**src/rtl/seq_addsub.sv**
```systemverilog
// seq_addsub
//   Chunk-serial two's-complement adder/subtractor. It adds CHUNK bits per
//   clock, so an operation takes N = WIDTH/CHUNK clocks from the accepting
//   edge to the done pulse. The result can optionally saturate on signed
//   overflow, and it is sign-extended to OUT_WIDTH bits.
//
// Parameters
//   WIDTH      operand width (>= 2)
//   CHUNK      bits processed per clock (must divide WIDTH)
//   OUT_WIDTH  result width (>= WIDTH)
//
// Ports
//   clk       rising-edge clock
//   reset     synchronous, active-high reset
//   start     request, sampled only when not busy
//   mode      bit0 = subtract (A-B), bit1 = saturate on overflow
//   inputA    signed operand A
//   inputB    signed operand B
//   busy      operation in progress
//   done      one-cycle pulse when the result registers update
//   sum       registered result, sign-extended from bit WIDTH-1
//   carry     carry out of the MSB (in subtract mode, 1 = no borrow)
//   overflow  signed overflow of the unsaturated arithmetic
module seq_addsub #(
  parameter int WIDTH     = 16,
  parameter int CHUNK     = 4,
  parameter int OUT_WIDTH = 32
) (
  input  logic                 clk,
  input  logic                 reset,
  input  logic                 start,
  input  logic [1:0]           mode,
  input  logic [WIDTH-1:0]     inputA,
  input  logic [WIDTH-1:0]     inputB,
  output logic                 busy,
  output logic                 done,
  output logic [OUT_WIDTH-1:0] sum,
  output logic                 carry,
  output logic                 overflow
);

  localparam int N  = WIDTH / CHUNK;
  localparam int CW = (N > 1) ? $clog2(N) : 1;
  localparam logic [CW-1:0]    LAST_CHUNK = CW'(N - 1);
  localparam logic [WIDTH-1:0] MOST_NEG   = {1'b1, {(WIDTH-1){1'b0}}};
  localparam logic [WIDTH-1:0] MOST_POS   = ~MOST_NEG;

  typedef enum logic [1:0] {
    IDLE,
    RUN,
    DONE
  } state_t;

  state_t               state_q;
  logic [CW-1:0]        count_q;
  logic [WIDTH-1:0]     opA_q;
  logic [WIDTH-1:0]     opB_q;
  logic [WIDTH-1:0]     acc_q;
  logic                 carry_q;
  logic                 sat_q;
  logic                 aMsb_q;
  logic                 bMsb_q;
  logic                 busy_q;
  logic                 done_q;
  logic                 carryOut_q;
  logic                 overflow_q;
  logic [OUT_WIDTH-1:0] sum_q;

  logic [CHUNK:0]       chunkSum_d;
  logic [WIDTH-1:0]     acc_d;
  logic [WIDTH-1:0]     result_d;
  logic [OUT_WIDTH-1:0] sumExt_d;
  logic                 carryOut_d;
  logic                 overflow_d;

  // The operand registers shift right by CHUNK every RUN cycle, so the
  // current chunk is always in the low bits and no variable indexing is
  // needed. The accumulator shifts the same way with each new chunk entering
  // at the top; after N cycles the first chunk has reached bit 0.
  // The carry into the MSB is recovered from the MSB sum bit
  // (a ^ b ^ cin = s), which lets overflow be formed without tracking the
  // intermediate carry inside the last chunk.
  always_comb begin
    chunkSum_d = {1'b0, opA_q[CHUNK-1:0]} + {1'b0, opB_q[CHUNK-1:0]}
                 + {{CHUNK{1'b0}}, carry_q};
    acc_d      = (acc_q >> CHUNK)
                 | (WIDTH'(chunkSum_d[CHUNK-1:0]) << (WIDTH - CHUNK));
    carryOut_d = chunkSum_d[CHUNK];
    overflow_d = aMsb_q ^ bMsb_q ^ acc_d[WIDTH-1] ^ carryOut_d;
    result_d   = acc_d;
    if (sat_q && overflow_d) begin
      result_d = aMsb_q ? MOST_NEG : MOST_POS;
    end
    sumExt_d   = OUT_WIDTH'($signed(result_d));
  end

  // Control FSM and datapath registers. A request is accepted in IDLE or in
  // DONE, which allows back-to-back operations while done still pulses
  // exactly once per completed operation. The result registers change only
  // on the last chunk, so they hold their values through IDLE and through
  // the RUN cycles of the next operation.
  always_ff @(posedge clk) begin
    if (reset) begin
      state_q    <= IDLE;
      count_q    <= '0;
      opA_q      <= '0;
      opB_q      <= '0;
      acc_q      <= '0;
      carry_q    <= 1'b0;
      sat_q      <= 1'b0;
      aMsb_q     <= 1'b0;
      bMsb_q     <= 1'b0;
      busy_q     <= 1'b0;
      done_q     <= 1'b0;
      carryOut_q <= 1'b0;
      overflow_q <= 1'b0;
      sum_q      <= '0;
    end else begin
      done_q <= 1'b0;
      unique case (state_q)
        IDLE, DONE: begin
          if (start) begin
            // Subtraction is A + ~B + 1, with the +1 entering as carry-in.
            opA_q   <= inputA;
            opB_q   <= inputB ^ {WIDTH{mode[0]}};
            aMsb_q  <= inputA[WIDTH-1];
            bMsb_q  <= inputB[WIDTH-1] ^ mode[0];
            carry_q <= mode[0];
            sat_q   <= mode[1];
            acc_q   <= '0;
            count_q <= '0;
            busy_q  <= 1'b1;
            state_q <= RUN;
          end else begin
            state_q <= IDLE;
          end
        end
        RUN: begin
          opA_q   <= opA_q >> CHUNK;
          opB_q   <= opB_q >> CHUNK;
          acc_q   <= acc_d;
          carry_q <= carryOut_d;
          if (count_q == LAST_CHUNK) begin
            sum_q      <= sumExt_d;
            carryOut_q <= carryOut_d;
            overflow_q <= overflow_d;
            busy_q     <= 1'b0;
            done_q     <= 1'b1;
            count_q    <= '0;
            state_q    <= DONE;
          end else begin
            count_q <= count_q + 1'b1;
          end
        end
        default: begin
          busy_q  <= 1'b0;
          state_q <= IDLE;
        end
      endcase
    end
  end

  assign busy     = busy_q;
  assign done     = done_q;
  assign sum      = sum_q;
  assign carry    = carryOut_q;
  assign overflow = overflow_q;

endmodule

```
**config.mk**
```make
export PLATFORM = sky130hd
export DESIGN_NAME = seq_addsub
export DESIGN_NICKNAME = d
export VERILOG_FILES = /design/src/rtl/seq_addsub.sv
export SDC_FILE = /design/constraint.sdc
export NUM_CORES = 1
export LEC_CHECK = 0
export CORE_UTILIZATION = 60
export DETAILED_ROUTE_END_ITERATION = 8
export DONT_BUFFER_PORTS = 1
export GPL_TIMING_DRIVEN = 0
export PLACE_DENSITY = 0.8
export SYNTH_ARGS = -nofsm -noshare
export SYNTH_HDL_FRONTEND = slang
export SYNTH_SLANG_ARGS = --single-unit
```
**constraint.sdc**
```tcl
create_clock -name clk -period 4.3 [get_ports clk]
set_input_delay 0.43 -clock clk [delete_from_list [all_inputs] [get_ports clk]]
set_output_delay 0.43 -clock clk [all_outputs]
set_load 0.1 [all_outputs]
```
# Word-level counts from Yosys, hierarchy flattened
# Cells that the tools add are included.
# W data, S select, Z words.
# word_totals
reg_bits,76
input_bits,37
output_inout_bits,36
elab_cells,58
# op_classes
add_sub_neg,3
eq_ne,5
muxes,20
n_bitwise,7
n_reduce_logical,9
# op_table
op,count
$pmux W16 S2,3
$mux W16,5
$or A12 B16 Y16,1
$xor A16 B16 Y16,1
$pmux W2 S2,2
$reduce_and A2 Y1,4
$mux W2,3
$add A4 B4 Y5,1
$add A5 B1 Y5,1
$mux W1,5
$eq A2 B2 Y1 const B,2
$ne A2 B2 Y1 const B,2
$pmux W1 S2,2
$reduce_or A2 Y1,2
$xor A1 B1 Y1,4
$add A2 B1 Y2 const B,1
$eq A2 B1 Y1 const B,1
$logic_not A2 Y1,1
$reduce_bool A2 Y1,1
$logic_and A1 B1 Y1,1
$not A1 Y1,1

# Logic depth before layout (Yosys ltp)
# depth
depth_word,7
depth_mapped,10
depth_no_buf,9

# Least setup slack after synthesis
# Ideal clock, no wire load.
# synth_timing
path_kind,flip-flop to flip-flop
from,reg opA_q[0]
to,reg sum_q[10] (netlist: sum[10])
setup_time_ps,122
arrival_time_ps,2298
required_ps,4178
path_slack_ps,1880
path_stages_with_launch,11
n_path_buf,1
period_less_slack_ps,2420
path_cell_list,dfxtp_1 > fa_1 > inv_1 > fa_1 > nand2b_1 > a21oi_4 > xor2_2 > xor2_2 > o21a_4 > buf_6 > a221o_1
# synth_via
elab_chain_cells,7
# synth_rtl
element,line,text
from (decl),56,logic [WIDTH-1:0] opA_q;
from (signal assigned),124,opA_q <= inputA;
from (signal assigned),139,opA_q <= opA_q >> CHUNK;
$add A4 B4 Y5 (*),84,"chunkSum_d = {1'b0, opA_q[CHUNK-1:0]} + {1'b0, opB_q[CHUNK-1:0]}"
$add A5 B1 Y5 (*),85,"+ {{CHUNK{1'b0}}, carry_q};"
$or A12 B16 Y16,87,| (WIDTH'(chunkSum_d[CHUNK-1:0]) << (WIDTH - CHUNK));
$xor A1 B1 Y1,89,overflow_d = aMsb_q ^ bMsb_q ^ acc_d[WIDTH-1] ^ carryOut_d;
$xor A1 B1 Y1 (*),89,
$logic_and A1 B1 Y1 (*),91,if (sat_q && overflow_d) begin
$mux W16 (*),91,
to (signal assigned),144,sum_q <= sumExt_d;
to (decl),67,logic [OUT_WIDTH-1:0] sum_q;
# Mark *: on every way between the ends. The rest lies on a longest branch, timed or not.
# A chain may end at the register's enable or synchronous reset.

# Worst setup path in the final report
# layout_timing
from,reg opB_q[0]
to,reg sum_q[5] (netlist: sum[5])
# layout_via
elab_chain_cells,7
# layout_rtl
element,line,text
from (decl),57,logic [WIDTH-1:0] opB_q;
from (signal assigned),125,opB_q <= inputB ^ {WIDTH{mode[0]}};
from (signal assigned),140,opB_q <= opB_q >> CHUNK;
$add A4 B4 Y5 (*),84,
$add A5 B1 Y5 (*),85,
$or A12 B16 Y16,87,
$xor A1 B1 Y1,89,
$xor A1 B1 Y1 (*),89,
$logic_and A1 B1 Y1 (*),91,
$mux W16 (*),91,
# Marks and branches as above.

==> key figures <==
Route
  • Number of remaining DRC errors: 0
  • Number of iterations in the first detailed-routing pass: 5
  • Post-route ant nets: 0
  • Initial drt markers: 203
  • Total wire length: 6610 µm
  • Total number of vias: between 2,000 and 2,500
  • Average wire length per cell after detail routing: ~16 µm
  • Mean number of vias per cell: 5.88

Worst setup path
  • Critical Path Max Stage Delay: 0.39 ns
  • Crit path capture type: flop
  • Flop-to-flop setup slack: around 1.7 ns
  • Count of buffer and inverter cells on the critical path: 2
  • WP data required: 4.53 ns
  • Capture point of the worst reg-to-reg path: sum[5]
  • Critical path class: reg2reg
  • Crit path cell chain: fa_1, inv_1, fa_1, nand2b_1, a21oi_4, xor2_2, xor2_2, o21a_4, buf_6, a221o_1
  • Cell type of the slowest stage on the worst timing path: sky130_fd_sc_hd__dfxtp_1
  • Top delay family on crit path: compound AO/OA/AOI/OAI gates
  • Type of element launching the critical path: flop
  • Depth of the most critical reg-to-reg path: 10
  • Largest fanout on the critical path: 10
  • Reg-to-Reg Start: opB_q[0]
  • Arrival time reported for the critical path endpoint: ~2.9 ns

Logic synthesis
  • Cell count after synthesis: between 300 and 400
  • Post-Synthesis Net Count: between 300 and 400
  • Count of unique library cells instantiated by Yosys: 37
  • Sequential area share after synthesis: 46.6%
  • Area share of the leading cell type in the synthesized netlist: 46.6%
  • Average cell area after synthesis: between 9 and 10 µm²
  • Dominant cell type by area after synthesis: sky130_fd_sc_hd__dfxtp_1
  • Yosys warnings: 0
  • Post-synthesis instance area: 3090 µm²
  • Top cells by area in the synthesized netlist: sky130_fd_sc_hd__dfxtp_1 (47%), sky130_fd_sc_hd__a22oi_1 (7.8%), sky130_fd_sc_hd__nor2_1 (7.3%)
  • Number of register bits inferred by synthesis: 72

Clocking
  • Number of hold buffers added after cts: 0
  • Worst-case clock buffer depth: 2
  • Clock transition at the registers of the reported paths: ~0.08 ns
  • Depth of the CTS H-tree: 3
  • Buffers inserted during post-CTS setup optimization: 0
  • Master cell of the clock root buffer: sky130_fd_sc_hd__clkbuf_8
  • Cts bufs inserted: 9
  • Number of resized instances in the post-cts repair step: 0
  • Clock latency of the later-clocked register in the worst-skew pair: 0.35 ns
  • CTS tree: done
  • Clock sink total: slightly above 70

Global route
  • Number of antenna violations at the first check in global routing: 0
  • Wire length of the first global-routing pass: 10,600 µm
  • Number of global-route vias before repair: 2,318
  • Total gr overflow: 0
  • Total Routing Usage GR: 26.3%
  • Maximum number of pins on one net before global-route repair: 19

Floorplanning
  • Core box area: 4850 µm²
  • Vert. Die Dim: roughly 74 µm
  • Std cell rows: 25
  • Area of the die: 5450 µm²
  • Die width: 73.8 µm
  • Ports placed on the boundary: 73
  • Starting Density: 63.8%

Layout
  • Final Net Count: 388
  • Final Instance Area: 3390 µm²
  • Area added between synthesis and finish: 9.71%
  • Layout Utilization: 70.0%
  • Antenna fix cells: 0
  • Most frequent standard cell in the layout excluding fill and tap cells: sky130_fd_sc_hd__dfxtp_1
  • Ratio of cells with drive above 1 in the final layout: 13.4%
  • Highest-count cells in the layout ignoring fill and taps: sky130_fd_sc_hd__dfxtp_1 (72), sky130_fd_sc_hd__nor2_1 (60), sky130_fd_sc_hd__a22oi_1 (32)

Outcome
  • Outcome: complete, no violations

Timing
  • Worst-margin pin slew: 1.39 ns
  • Highest clock rate: 0.379 GHz
  • Hold WS: between 0.2 and 0.25 ns
  • RSZ-0062 raised after global routing: no
  • Setup skew after layout: 0.0108 ns
  • Final count of pins violating max slew: 0
  • Setup total negative slack: 0 ns
  • Fin crit share: between 60% and 70%
  • Normalized max-slew margin: 7.39%
  • Min Clock Period, post-route: 2.64 ns
  • Number of hold violations in the final report: 0
  • Setup violation total in the final timing report: 0

Pwr
  • Total power consumption of the routed design: 1.46 mW
  • Cell area power density: between 400 and 500 nW/µm²
  • Static leakage power: between 1 and 1.5 nW
  • IR drop worst, VDD: 314 µV

Placed design
  • I/O Buffers: 0
  • Post-detailed-placement half-perimeter wirelength: 4690 µm
  • Weighted congestion reported at the end of routability-driven placement: 0.818
  • Post-detailed-placement cell area: 3180 µm²

Min path
  • HP Class: in2reg
  • Sink of the worst hold path: sat_q
  • Launch instance of the worst min-delay path: mode[1]
  • Worst Hold Path Cells: 2

Run
  • Max-Cap Viols: 0
routing by layer:
metal  wire length, µm  up-vias  GRT usage (%)  share of wire, %
met3               550       14           8.78               8.3
li1                  -     1186              -                 -
met5                 0        -              0                 0
met2              3170       98           43.4                48
met1              2740     1154           30.6                41
met4               150        0           12.8               2.3
state kept, by name, summed over array words and instances, names as in the netlist, 2 cells and up:
| signal | flops |
|---|---|
| count_q | 2 |
| acc_q | 12 |
| opA_q | 16 |
| sum | 16 |
| opB_q | 16 |
| state_q | 2 |
synth_stat cells:
cell                             n
sky130_fd_sc_hd__dfxtp_1        72
sky130_fd_sc_hd__nor2_1         60
sky130_fd_sc_hd__a22oi_1        32
sky130_fd_sc_hd__nand2_1        23
sky130_fd_sc_hd__a21oi_1        21
sky130_fd_sc_hd__buf_4          17
sky130_fd_sc_hd__clkbuf_1       17
sky130_fd_sc_hd__xnor2_1        13
sky130_fd_sc_hd__a221oi_1       12
sky130_fd_sc_hd__a221o_1        10
sky130_fd_sc_hd__nor3_1          5
sky130_fd_sc_hd__a211oi_1        4
sky130_fd_sc_hd__buf_1           4
sky130_fd_sc_hd__ha_1            4
sky130_fd_sc_hd__inv_1           4
sky130_fd_sc_hd__nand2b_1        4
sky130_fd_sc_hd__xor2_1          4
sky130_fd_sc_hd__nor2b_1         3
sky130_fd_sc_hd__a221o_2         2
sky130_fd_sc_hd__buf_2           2
sky130_fd_sc_hd__buf_6           2
sky130_fd_sc_hd__fa_1            2
sky130_fd_sc_hd__nor4_1          2
sky130_fd_sc_hd__xor2_2          2
sky130_fd_sc_hd__a211o_2         1
sky130_fd_sc_hd__a21o_1          1
sky130_fd_sc_hd__a21oi_2         1
sky130_fd_sc_hd__a21oi_4         1
sky130_fd_sc_hd__and2_1          1
sky130_fd_sc_hd__and3_2          1
sky130_fd_sc_hd__dlygate4sd1_1   1
sky130_fd_sc_hd__mux2i_1         1
sky130_fd_sc_hd__nor3b_1         1
sky130_fd_sc_hd__nor4b_1         1
sky130_fd_sc_hd__o21a_4          1
sky130_fd_sc_hd__o21bai_1        1
sky130_fd_sc_hd__xnor2_2         1
through the flow:
stage,worst slack [ns],std cells
3_3_place_gp,1.71,401
2_1_floorplan,1.88,334
6_report,1.66,417
5_1_grt,1.50,417
4_1_cts,1.64,417
3_5_place_dp,1.66,401
kinds of logic (layout without fill, tap and decap cells):
family	Yosys count	in the layout	synth area share, %
and+or+nand+nor	101	101	13.7
muxes	1	1	0.324
buffers and inverters	47	63	8.49
DFF	72	72	46.6
adders and majority gates	6	6	2.91
AOI/OAI and AO/OA	87	87	21.6
xor gates and xnor gates	20	20	6.39
worst max path at each step:
stage	start	to	slack [ns]	cells after the start
5_1_grt	opB_q[0]	sum[10]	1.50	10
6_report	opB_q[0]	sum[5]	1.66	10
3_3_place_gp	opB_q[0]	sum[2]	1.71	10
3_5_place_dp	opB_q[0]	sum[4]	1.66	10
4_1_cts	opB_q[0]	sum[5]	1.64	10
2_1_floorplan	opA_q[0]	sum[10]	1.88	10
power breakdown:
group	internal, mW	leakage [nW]	switching (mW)
sequential	0.697	0.587	0.0302
clock	0.315	0.109	0.249
combinational	0.0618	0.621	0.106
area by class of cell:
class / instances / area [µm²]
fillers: 372 / 1460
flip-flops and latches: 72 / 1440
well taps: 67 / 83.8
inverters: 4 / 15.0
clock inverters: 4 / 51.3
multi-input cells: 215 / 1390
plain buffers: 43 / 248
clock buffers: 12 / 165
worst reg2reg max path, delay by kind of cell, from the launching register on:
family	cells	cell delay, ns
compound gates	3	0.78
simple gates	1	0.19
xor+xnor	2	0.36
buf+inv	2	0.20
flops	1	0.39
fa+ha+maj	2	0.60
(Power assumes the default switching activity.)
